`src/rtl/urv_pkg.sv`:
```
// Shared types for the uRV memory arbiter: FSM states, grant owner and lane width.
package urv_pkg;

    localparam int unsigned SEL_W = 4;

    typedef enum logic [2:0] {
        ST_IDLE,
        ST_FETCH,
        ST_LOAD,
        ST_STORE,
        ST_RESP_I,
        ST_RESP_D
    } state_e;

    typedef enum logic {
        GRANT_FETCH,
        GRANT_DATA
    } grant_e;

    // Word-aligned mask keeping only the low `width` address bits.
    function automatic logic [31:0] addr_mask(input int unsigned width);
        logic [31:0] m;
        m = (width >= 32) ? '1 : ((32'd1 << width) - 32'd1);
        return m & ~32'd3;
    endfunction

endpackage

```
`src/rtl/urv_mem_arbiter.sv`:
```
// Arbitrates instruction fetch and data load/store ports onto one
// single-port synchronous RAM, alternating grants on contention.
module urv_mem_arbiter
    import urv_pkg::*;
#(
    parameter int unsigned ADDR_WIDTH = 12
) (
    input  logic             clk_i,
    input  logic             rst_i,

    input  logic             im_req_i,
    input  logic [31:0]      im_addr_i,
    output logic [31:0]      im_data_o,
    output logic             im_valid_o,

    input  logic             dm_load_i,
    input  logic             dm_store_i,
    input  logic [31:0]      dm_addr_i,
    input  logic [31:0]      dm_data_s_i,
    input  logic [SEL_W-1:0] dm_data_select_i,
    output logic [31:0]      dm_data_l_o,
    output logic             dm_load_done_o,
    output logic             dm_store_done_o,
    output logic             dm_ready_o,

    output logic             mem_en_o,
    output logic [SEL_W-1:0] mem_we_o,
    output logic [31:0]      mem_addr_o,
    output logic [31:0]      mem_wdata_o,
    input  logic [31:0]      mem_rdata_i
);

    localparam logic [31:0] ADDR_MASK = addr_mask(ADDR_WIDTH);

    state_e           state_q, state_d;
    grant_e           last_grant_q, last_grant_d;
    logic             mem_en_q, mem_en_d;
    logic [SEL_W-1:0] mem_we_q, mem_we_d;
    logic [31:0]      mem_addr_q, mem_addr_d;
    logic [31:0]      mem_wdata_q, mem_wdata_d;
    logic [31:0]      im_data_q, im_data_d;
    logic [31:0]      dm_data_l_q, dm_data_l_d;
    logic             im_valid_q, im_valid_d;
    logic             load_done_q, load_done_d;
    logic             store_done_q, store_done_d;

    logic im_pend, ld_pend, st_pend, grant_data;

    // A port whose completion pulse is high this cycle is not pending yet.
    assign im_pend    = im_req_i   & ~im_valid_q;
    assign ld_pend    = dm_load_i  & ~load_done_q;
    assign st_pend    = dm_store_i & ~store_done_q;
    assign grant_data = (ld_pend | st_pend) & (~im_pend | (last_grant_q == GRANT_FETCH));

    always_comb begin
        state_d      = state_q;
        last_grant_d = last_grant_q;
        mem_en_d     = 1'b0;
        mem_we_d     = '0;
        mem_addr_d   = mem_addr_q;
        mem_wdata_d  = mem_wdata_q;
        im_data_d    = im_data_q;
        dm_data_l_d  = dm_data_l_q;
        im_valid_d   = 1'b0;
        load_done_d  = 1'b0;
        store_done_d = 1'b0;

        unique case (state_q)
            ST_IDLE: begin
                if (grant_data) begin
                    last_grant_d = GRANT_DATA;
                    mem_addr_d   = dm_addr_i & ADDR_MASK;
                    if (st_pend) begin
                        state_d     = ST_STORE;
                        mem_en_d    = |dm_data_select_i;
                        mem_we_d    = dm_data_select_i;
                        mem_wdata_d = dm_data_s_i;
                    end else begin
                        state_d  = ST_LOAD;
                        mem_en_d = 1'b1;
                    end
                end else if (im_pend) begin
                    last_grant_d = GRANT_FETCH;
                    mem_addr_d   = im_addr_i & ADDR_MASK;
                    state_d      = ST_FETCH;
                    mem_en_d     = 1'b1;
                end
            end
            ST_FETCH: state_d = ST_RESP_I;
            ST_LOAD:  state_d = ST_RESP_D;
            ST_STORE: begin
                state_d      = ST_IDLE;
                store_done_d = 1'b1;
            end
            ST_RESP_I: begin
                state_d    = ST_IDLE;
                im_data_d  = mem_rdata_i;
                im_valid_d = 1'b1;
            end
            ST_RESP_D: begin
                state_d     = ST_IDLE;
                dm_data_l_d = mem_rdata_i;
                load_done_d = 1'b1;
            end
            default: state_d = ST_IDLE;
        endcase
    end

    always_ff @(posedge clk_i or posedge rst_i) begin
        if (rst_i) begin
            state_q      <= ST_IDLE;
            last_grant_q <= GRANT_FETCH;
            mem_en_q     <= 1'b0;
            mem_we_q     <= '0;
            mem_addr_q   <= '0;
            mem_wdata_q  <= '0;
            im_data_q    <= '0;
            dm_data_l_q  <= '0;
            im_valid_q   <= 1'b0;
            load_done_q  <= 1'b0;
            store_done_q <= 1'b0;
        end else begin
            state_q      <= state_d;
            last_grant_q <= last_grant_d;
            mem_en_q     <= mem_en_d;
            mem_we_q     <= mem_we_d;
            mem_addr_q   <= mem_addr_d;
            mem_wdata_q  <= mem_wdata_d;
            im_data_q    <= im_data_d;
            dm_data_l_q  <= dm_data_l_d;
            im_valid_q   <= im_valid_d;
            load_done_q  <= load_done_d;
            store_done_q <= store_done_d;
        end
    end

    assign dm_ready_o      = (state_q == ST_IDLE);
    assign mem_en_o        = mem_en_q;
    assign mem_we_o        = mem_we_q;
    assign mem_addr_o      = mem_addr_q;
    assign mem_wdata_o     = mem_wdata_q;
    assign im_data_o       = im_data_q;
    assign im_valid_o      = im_valid_q;
    assign dm_data_l_o     = dm_data_l_q;
    assign dm_load_done_o  = load_done_q;
    assign dm_store_done_o = store_done_q;

endmodule

```
`config.mk`:
```
export PLATFORM = sky130hd
export DESIGN_NAME = urv_mem_arbiter
export DESIGN_NICKNAME = d
export VERILOG_FILES = /design/src/rtl/urv_pkg.sv /design/src/rtl/urv_mem_arbiter.sv
export SDC_FILE = /design/constraint.sdc
export NUM_CORES = 1
export LEC_CHECK = 0
export ABC_AREA = 0
export BUFFER_PORTS_ARGS = -buffer_cell sky130_fd_sc_hd__buf_4
export CAP_MARGIN = 15
export CORE_AREA = 3 3 106 108
export DETAILED_ROUTE_END_ITERATION = 8
export DIE_AREA = 0 0 109 111
export PLACE_DENSITY_LB_ADDON = 0.12
export SLEW_MARGIN = 20
export SYNTH_ARGS = -nofsm -noshare
export SYNTH_HDL_FRONTEND = slang
export SYNTH_SLANG_ARGS = --single-unit
```
`constraint.sdc`:
```
create_clock -name clk_i -period 4.6 [get_ports clk_i]
set_input_delay 0 -clock clk_i [delete_from_list [all_inputs] [get_ports clk_i]]
set_output_delay 0 -clock clk_i [all_outputs]
set_load 0.01 [all_outputs]
```
==> results of run 1 <==
## power breakdown
part / switching (uW) / leakage [uW] / total, uW / internal, uW
sequential: 298 / 0.00142 / 1850 / 1550
combinational: 1010 / 0.00234 / 2310 / 1300
clock: 438 / 0.000287 / 1300 / 860
total: 1750 / 0.00404 / 5460 / 3710
## worst min-delay path: stages
cell and delay, ns:
sky130_fd_sc_hd__buf_4 0.08, sky130_fd_sc_hd__nand2b_1 0.08, sky130_fd_sc_hd__nand3_1 0.10, sky130_fd_sc_hd__a21oi_1 0.06
sky130_fd_sc_hd__nor3_1 0.13
## final timing paths
path / from / end / slack (ns) / cells past startpoint
max: im_valid_o / mem_addr_o[2] / 2.48 / 6
min: dm_load_i / state_q[0] / 0.008 / 5
max reg2reg: im_valid_o / mem_addr_o[2] / 2.48 / 6
min reg2reg: dm_data_l_o[3] / dm_data_l_o[3] / 0.48 / 2
max in group asynchronous: rst_i / mem_wdata_o[24] / 3.20 / 4
min in group asynchronous: rst_i / mem_wdata_o[8] / 0.29 / 3
## sequential cells by signal (all words and copies together), names as in the netlist
signal,count
dm_data_l_o,32
im_data_o,32
mem_wdata_o,32
mem_addr_o,10
mem_we_o,4
state_q,3
dm_load_done_o,1
dm_store_done_o,1
im_valid_o,1
last_grant_q,1
mem_en_o,1
## cell usage in the layout, fill, tap and decap left out, types with 10 or more instances in the layout
cell and count:
sky130_fd_sc_hd__dlygate4sd3_1 91, sky130_fd_sc_hd__mux2i_1 10, sky130_fd_sc_hd__nor2_1 13, sky130_fd_sc_hd__mux2_4 30
sky130_fd_sc_hd__dfrtp_1 118, sky130_fd_sc_hd__nand2_1 97, sky130_fd_sc_hd__buf_4 211, sky130_fd_sc_hd__conb_1 22
sky130_fd_sc_hd__clkbuf_16 16, sky130_fd_sc_hd__mux2_2 34, sky130_fd_sc_hd__a21oi_1 11
## stage by stage
| step | power (uW) | instances | setup slack, ns | hold WS, ns | util |
|---|---|---|---|---|---|
| after detailed placement | 4060 | 710 | 2.50 | 0.203 | 0.619 |
| after global placement | 4010 | 710 | 2.50 | 0.197 | 0.619 |
| after floorplan | 3030 | 401 | 1.47 | 0.105 | - |
| final | 5460 | 832 | 2.48 | 0.00783 | 0.765 |
| after global routing | 5790 | 832 | 2.35 | 0.0525 | 0.765 |
| after CTS | 5480 | 832 | 2.48 | 0.000152 | 0.765 |
## routing by layer
layer  routed length (um)  up-vias  part of all wire
met4                  221        0             0.016
met1                 5210     1803              0.39
met3                 1330       20             0.099
met5                    0        -                 0
li1                     -     1810                 -
met2                 6650      161              0.50
## cell usage after synthesis (all sizes together), types with 2 or more instances
cell type	number	area share
dfrtp	118	0.61
inv	3	0.0023
mux2i	10	0.021
nand3b	2	0.0031
nor2b	2	0.0026
buf	33	0.051
nand2b	3	0.0039
nor2	13	0.010
clkbuf	5	0.0039
mux2	64	0.17
a21oi	11	0.011
nand3	2	0.0021
and3	4	0.0052
nand2	98	0.078
## cell families (layout without fill, tap and decap cells)
kind of cell,count (synthesis),after routing,share of synthesized area
DFF,118,118,0.613
buffers and inverters,42,337,0.0592
xor gates and xnor gates,1,1,0.00182
muxes,74,74,0.194
and+or+nand+nor,129,129,0.114
AOI/OAI and AO/OA,15,15,0.0179
other,1,22,0.000778
## cell type report
cell class / instances / area (um^2)
Sequential cell: 118 / 2950
Fill cell: 623 / 2430
Clock buffer: 22 / 463
Timing Repair Buffer: 302 / 2490
Inverter: 4 / 22.5
Multi-Input combinational cell: 241 / 1660
Tap cell: 136 / 170
Clock inverter: 9 / 125
==> flow_metrics.tcl, run 1 <==
set metrics [dict create \
    design.core.area_mm2 0.0103 \
    grt_first_pass_wirelength_um 21100 \
    synth.yosys.seq_area_share 0.613 \
    place.gp.congestion 0.719 \
    grt_antenna_before_repair 0 \
    vias 3794 \
    postRouteWirelength_um 13400 \
    mappedNetlistArea_mm2 0.00482 \
    crit_buf_inv 2 \
    cp_data_required_time_ns 4.94 \
    final_clock_period_utilization_by_the_worst_path 0.461 \
    maxClockFrequency_mhz 472 \
    pin_count 274 \
    cts_setup_buffers 0 \
    maximum_number_of_pins_on_one_net_before_global_route_repair 78 \
    dp.final_hpwl_um 8140 \
    dr.first_iter.drc_count 131 \
    tritoncts "yes" \
    grt_use_met3 0.0932 \
    cts_repair_resize_count 0 \
    areal_power_density_over_the_cells_mw_per_mm2 692 \
    totalNegativeSetupSlack_ns 0 \
    total_leakage_power_uw 0.00404 \
    ant_nets 0 \
    total_number_of_placement_rows 37 \
    ctsRootBufferMaster "sky130_fd_sc_hd__clkbuf_8" \
    critical-path-top-delay-family "buffers and inverters" \
    final_net_count 821 \
    cts-buffers-inserted 17 \
    clk-insertion-delay-late_ns 0.51 \
    crit_fanout 10 \
    h-tree-depth 4 \
    track_usage 0.226 \
    cts-root-to-sink-buffers 2 \
    ys_async_sr_fraction 1.00 \
    dieArea_mm2 0.0121 \
    worstMarginPinSlew_ns 0.991 \
    grt_most_used_layer "met2" \
    cap_viol_max_count 0 \
    cts_num_sinks 118 \
    route.detailed.vias_per_inst 4.56 \
    criticalPathCategory "flip-flop to flip-flop" \
    postSynth.topFlopCell "sky130_fd_sc_hd__dfrtp_1" \
    cts.hold.buffers_added 91 \
    crit_slowest_cell "sky130_fd_sc_hd__dlygate4sd3_1" \
    unrepaired_setup_endpoints_after_global_routing "false" \
    post-route-cell-area_mm2 0.00789 \
    critPathArrivalTime_ns 2.46 \
    firstDrtPassIters 5 \
    worst_setup_path_start_kind "flip-flop" \
    use_met2 0.381 \
    finalMaxSlewViolations 0 \
    holdCritPathClass "input port to flip-flop" \
    global_route.usage.met1 0.256 \
    floorplan.initialDensity 0.467 \
    count_of_antenna_diodes_in_the_layout 0 \
    placement.io_buffers 207 \
    number_of_global_route_vias_before_repair 4093 \
    globalRoute.totalOverflow 0 \
    synthCells 380 \
    area_delta_synth_final_pct 63.8 \
    status "completed" \
    worst_setup_path_end_kind "flip-flop" \
    final-hold-violation-count 0 \
    die_height_um 111 \
    drive_gt1_frac 0.445 \
    routed_wire_length_per_instance_um 16.1 \
    vdd.ir_drop.worst_v 0.000368 \
    yosysWarnings 0 \
    worstPathCellList "nand3b_1, o21ai_1, buf_4, mux2i_1, dlygate4sd3_1, a21oi_1" \
    finalSetupViolations 0 \
    period_minus_slack_ns 2.12 \
    ys_ff_latch 118 \
    drcViolationCount 0 \
    path_clk_slew_ns 0.05 \
    floorplan.die.width_um 109 \
    worst_clock_skew_on_the_final_layout_ns 0.00553 \
    slew_headroom 0.337 \
    dpl_cell_area_mm2 0.00639 \
    synthesis.area_per_instance_um2 12.7 \
    synthDistinctLibCells 31 \
    edff_count_synth 0 \
    critical_path.max_stage_delay_ns 0.59 \
]
No activity file was read; power rests on OpenSTA's default activity.
==> run 2: changes to the inputs <==
ABC_AREA = 1   (was 0)
CORE_AREA = 3 3 114 116   (was 3 3 106 108)
DIE_AREA = 0 0 117 119   (was 0 0 109 111)
clock period = 1.73 ns   (was 4.6 ns; I/O delays follow)
==> flow_metrics.tcl, run 2 <==
set metrics [dict create \
    status "completed" \
    grt_first_pass_wirelength_um 21400 \
    grt_most_used_layer "met2" \
    globalRoute.totalOverflow 0 \
    synthCells 530 \
    pre_cts_ws_ns 0.250 \
    cp_data_required_time_ns 2.01 \
    cts-buffers-inserted 17 \
    worst_setup_path_end_kind "flip-flop" \
    critPathArrivalTime_ns 1.80 \
    dieArea_mm2 0.0139 \
    synth.cells.most_frequent "214 x sky130_fd_sc_hd__nand2_1, 118 x sky130_fd_sc_hd__dfrtp_1, 65 x sky130_fd_sc_hd__o21ai_0" \
    use_met2 0.326 \
    grt_use_met3 0.0666 \
    tritoncts "yes" \
    worst_clock_skew_on_the_final_layout_ns 0.00618 \
    drive_gt1_frac 0.313 \
    area_delta_synth_final_pct 63.3 \
    worst_setup_path_start_kind "flip-flop" \
    post-synth-top-count-cell "sky130_fd_sc_hd__nand2_1" \
    route.detailed.vias_per_inst 4.48 \
    timing.final.ws_setup_ns 0.214 \
    placed_cells 867 \
    ant_nets 0 \
    num-fill-cells 967 \
    finish.cell_count_without_fillers 983 \
    synth.yosys.seq_area_share 0.613 \
    layout_commonest_cell "sky130_fd_sc_hd__nand2_1" \
    maximum_number_of_pins_on_one_net_before_global_route_repair 119 \
    pin_count 274 \
    ctsRootBufferMaster "sky130_fd_sc_hd__clkbuf_16" \
    cap_viol_max_count 0 \
    worstMarginPinSlew_ns 0.616 \
    period_minus_slack_ns 1.52 \
    mappedNetlistArea_mm2 0.00482 \
    final_clock_period_utilization_by_the_worst_path 0.876 \
    final_core_utilization 0.655 \
    maxClockFrequency_mhz 660 \
    global_route.usage.met1 0.222 \
    totalNegativeSetupSlack_ns 0 \
    synth_top_cells_by_area "sky130_fd_sc_hd__dfrtp_1 61%, sky130_fd_sc_hd__nand2_1 17%, sky130_fd_sc_hd__o21ai_0 6.7%" \
    routed_wire_length_per_instance_um 13.6 \
    finalSetupViolations 0 \
    ys_ff_latch 118 \
    postSynth.topFlopCell "sky130_fd_sc_hd__dfrtp_1" \
    grt_antenna_before_repair 0 \
    areal_power_density_over_the_cells_mw_per_mm2 1720 \
    count_of_antenna_diodes_in_the_layout 0 \
    die_height_um 119 \
    slew_headroom 0.590 \
    final-hold-violation-count 0 \
    placement.io_buffers 207 \
    h-tree-depth 4 \
    number_of_global_route_vias_before_repair 4545 \
    dp.final_hpwl_um 8280 \
    finalMaxSlewViolations 0 \
    yosysTopAreaCell "sky130_fd_sc_hd__dfrtp_1" \
    total_leakage_power_uw 0.00431 \
    synthesis.area_per_instance_um2 9.09 \
    clk-insertion-delay-late_ns 0.40 \
    drcViolationCount 0 \
    synthDistinctLibCells 23 \
    track_usage 0.195 \
    layout.cells.most_common_list "213 x sky130_fd_sc_hd__nand2_1, 211 x sky130_fd_sc_hd__buf_4, 118 x sky130_fd_sc_hd__dfrtp_1, 89 x sky130_fd_sc_hd__dlygate4sd3_1, 65 x sky130_fd_sc_hd__o21ai_0" \
    unrepaired_setup_endpoints_after_global_routing "false" \
    path_clk_slew_ns 0.05 \
    cts_num_sinks 118 \
    postRouteWirelength_um 13400 \
    floorplan.initialDensity 0.401 \
    total_power_uw 13500 \
    design.core.area_mm2 0.0120 \
    criticalPathCategory "flip-flop to flip-flop" \
    edff_count_synth 0 \
    cts_repair_resize_count 0 \
    place.gp.congestion 0.799 \
    total_number_of_placement_rows 40 \
    vdd.ir_drop.worst_v 0.000893 \
    dr.first_iter.drc_count 320 \
    firstDrtPassIters 4 \
    crit_fanout 36 \
    cts-root-to-sink-buffers 2 \
    holdCritPathClass "input port to flip-flop" \
    post-synth-top-area-fraction 0.613 \
    floorplan.die.width_um 117 \
    vias 4408 \
    final_net_count 965 \
    yosysWarnings 0 \
    ys_async_sr_fraction 1.00 \
]
## run 2: cell count changes after synthesis, moves of 9 or more
cell / delta
sky130_fd_sc_hd__nand2_1: +117
sky130_fd_sc_hd__nor2_1: -9
sky130_fd_sc_hd__o21ai_0: +65
sky130_fd_sc_hd__a21oi_1: -9
sky130_fd_sc_hd__mux2_2: -34
sky130_fd_sc_hd__mux2i_1: -10
sky130_fd_sc_hd__inv_1: +42
sky130_fd_sc_hd__mux2_4: -30
sky130_fd_sc_hd__nand3_1: +12
## run 2: power breakdown
| part | total [uW] | internal, uW | switching [uW] |
|---|---|---|---|
| Combinational | 5460 | 2620 | 2850 |
| Sequential | 4800 | 4060 | 743 |
| Clock | 3240 | 2140 | 1100 |
| Total | 13500 | 8810 | 4690 |
## run 2: path summary, 6_finish.rpt
path | from | endpoint | slack (ns) | cells past startpoint
max | dm_store_done_o | mem_wdata_o[22] | 0.21 | 8
min | im_req_i | state_q[0] | 0.03 | 5
max reg2reg | dm_store_done_o | mem_wdata_o[22] | 0.21 | 8
min reg2reg | mem_wdata_o[11] | mem_wdata_o[11] | 0.47 | 2
max in group asynchronous | rst_i | im_data_o[8] | 0.93 | 4
min in group asynchronous | rst_i | mem_wdata_o[2] | 0.35 | 4
## run 2: per-layer routing
layer	vias to the layer above	wire length, um
li1	2166	-
met5	-	0
met1	2044	5400
met3	31	960
met4	0	389
met2	167	6640
## run 2: layout make-up
| cell class | count | area [um^2] | area share |
|---|---|---|---|
| multi-input cells | 338 | 1440 | 0.183 |
| repair buffers | 304 | 2550 | 0.325 |
| clock inverters | 6 | 80.1 | 0.0102 |
| clock buffers | 21 | 460 | 0.0585 |
| inverters | 49 | 193 | 0.0245 |
| well taps | 147 | 184 | 0.0234 |
| flip-flops and latches | 118 | 2950 | 0.375 |
## run 2: per-stage QoR
stage / cell area [um^2] / hold WS (ns)
2_1_floorplan: 4900 / 0.117
3_5_place_dp: 6440 / 0.206
4_1_cts: 7870 / 0.0152
3_3_place_gp: 6440 / 0.202
6_report: 7870 / 0.0322
5_1_grt: 7870 / 0.0304
## run 2: cell families (layout without fill, tap and decap cells)
family                 after synthesis  after routing  synth area share
buffers and inverters               95            380             0.106
and+or+nand+nor                    249            249             0.211
DFF                                118            118             0.613
other                                1             22          0.000778
AOI/OAI and AO/OA                   67             67            0.0696
## run 2: what timing repair did
action | in CTS | in global routing
buffers inserted | 0 | 0
endpoints found under the hold margin | 229 | 0
hold buffers | 89 | 0
## run 2: worst max-delay path: stages, from the launching register on
cell and delay, ns:
sky130_fd_sc_hd__dfrtp_1 0.39, sky130_fd_sc_hd__inv_1 0.06, sky130_fd_sc_hd__nand2_1 0.10, sky130_fd_sc_hd__nand2_1 0.12, sky130_fd_sc_hd__nand2_2 0.21, sky130_fd_sc_hd__nor2_8 0.19
sky130_fd_sc_hd__inv_6 0.14, sky130_fd_sc_hd__nand2_1 0.11, sky130_fd_sc_hd__nand2_1 0.07
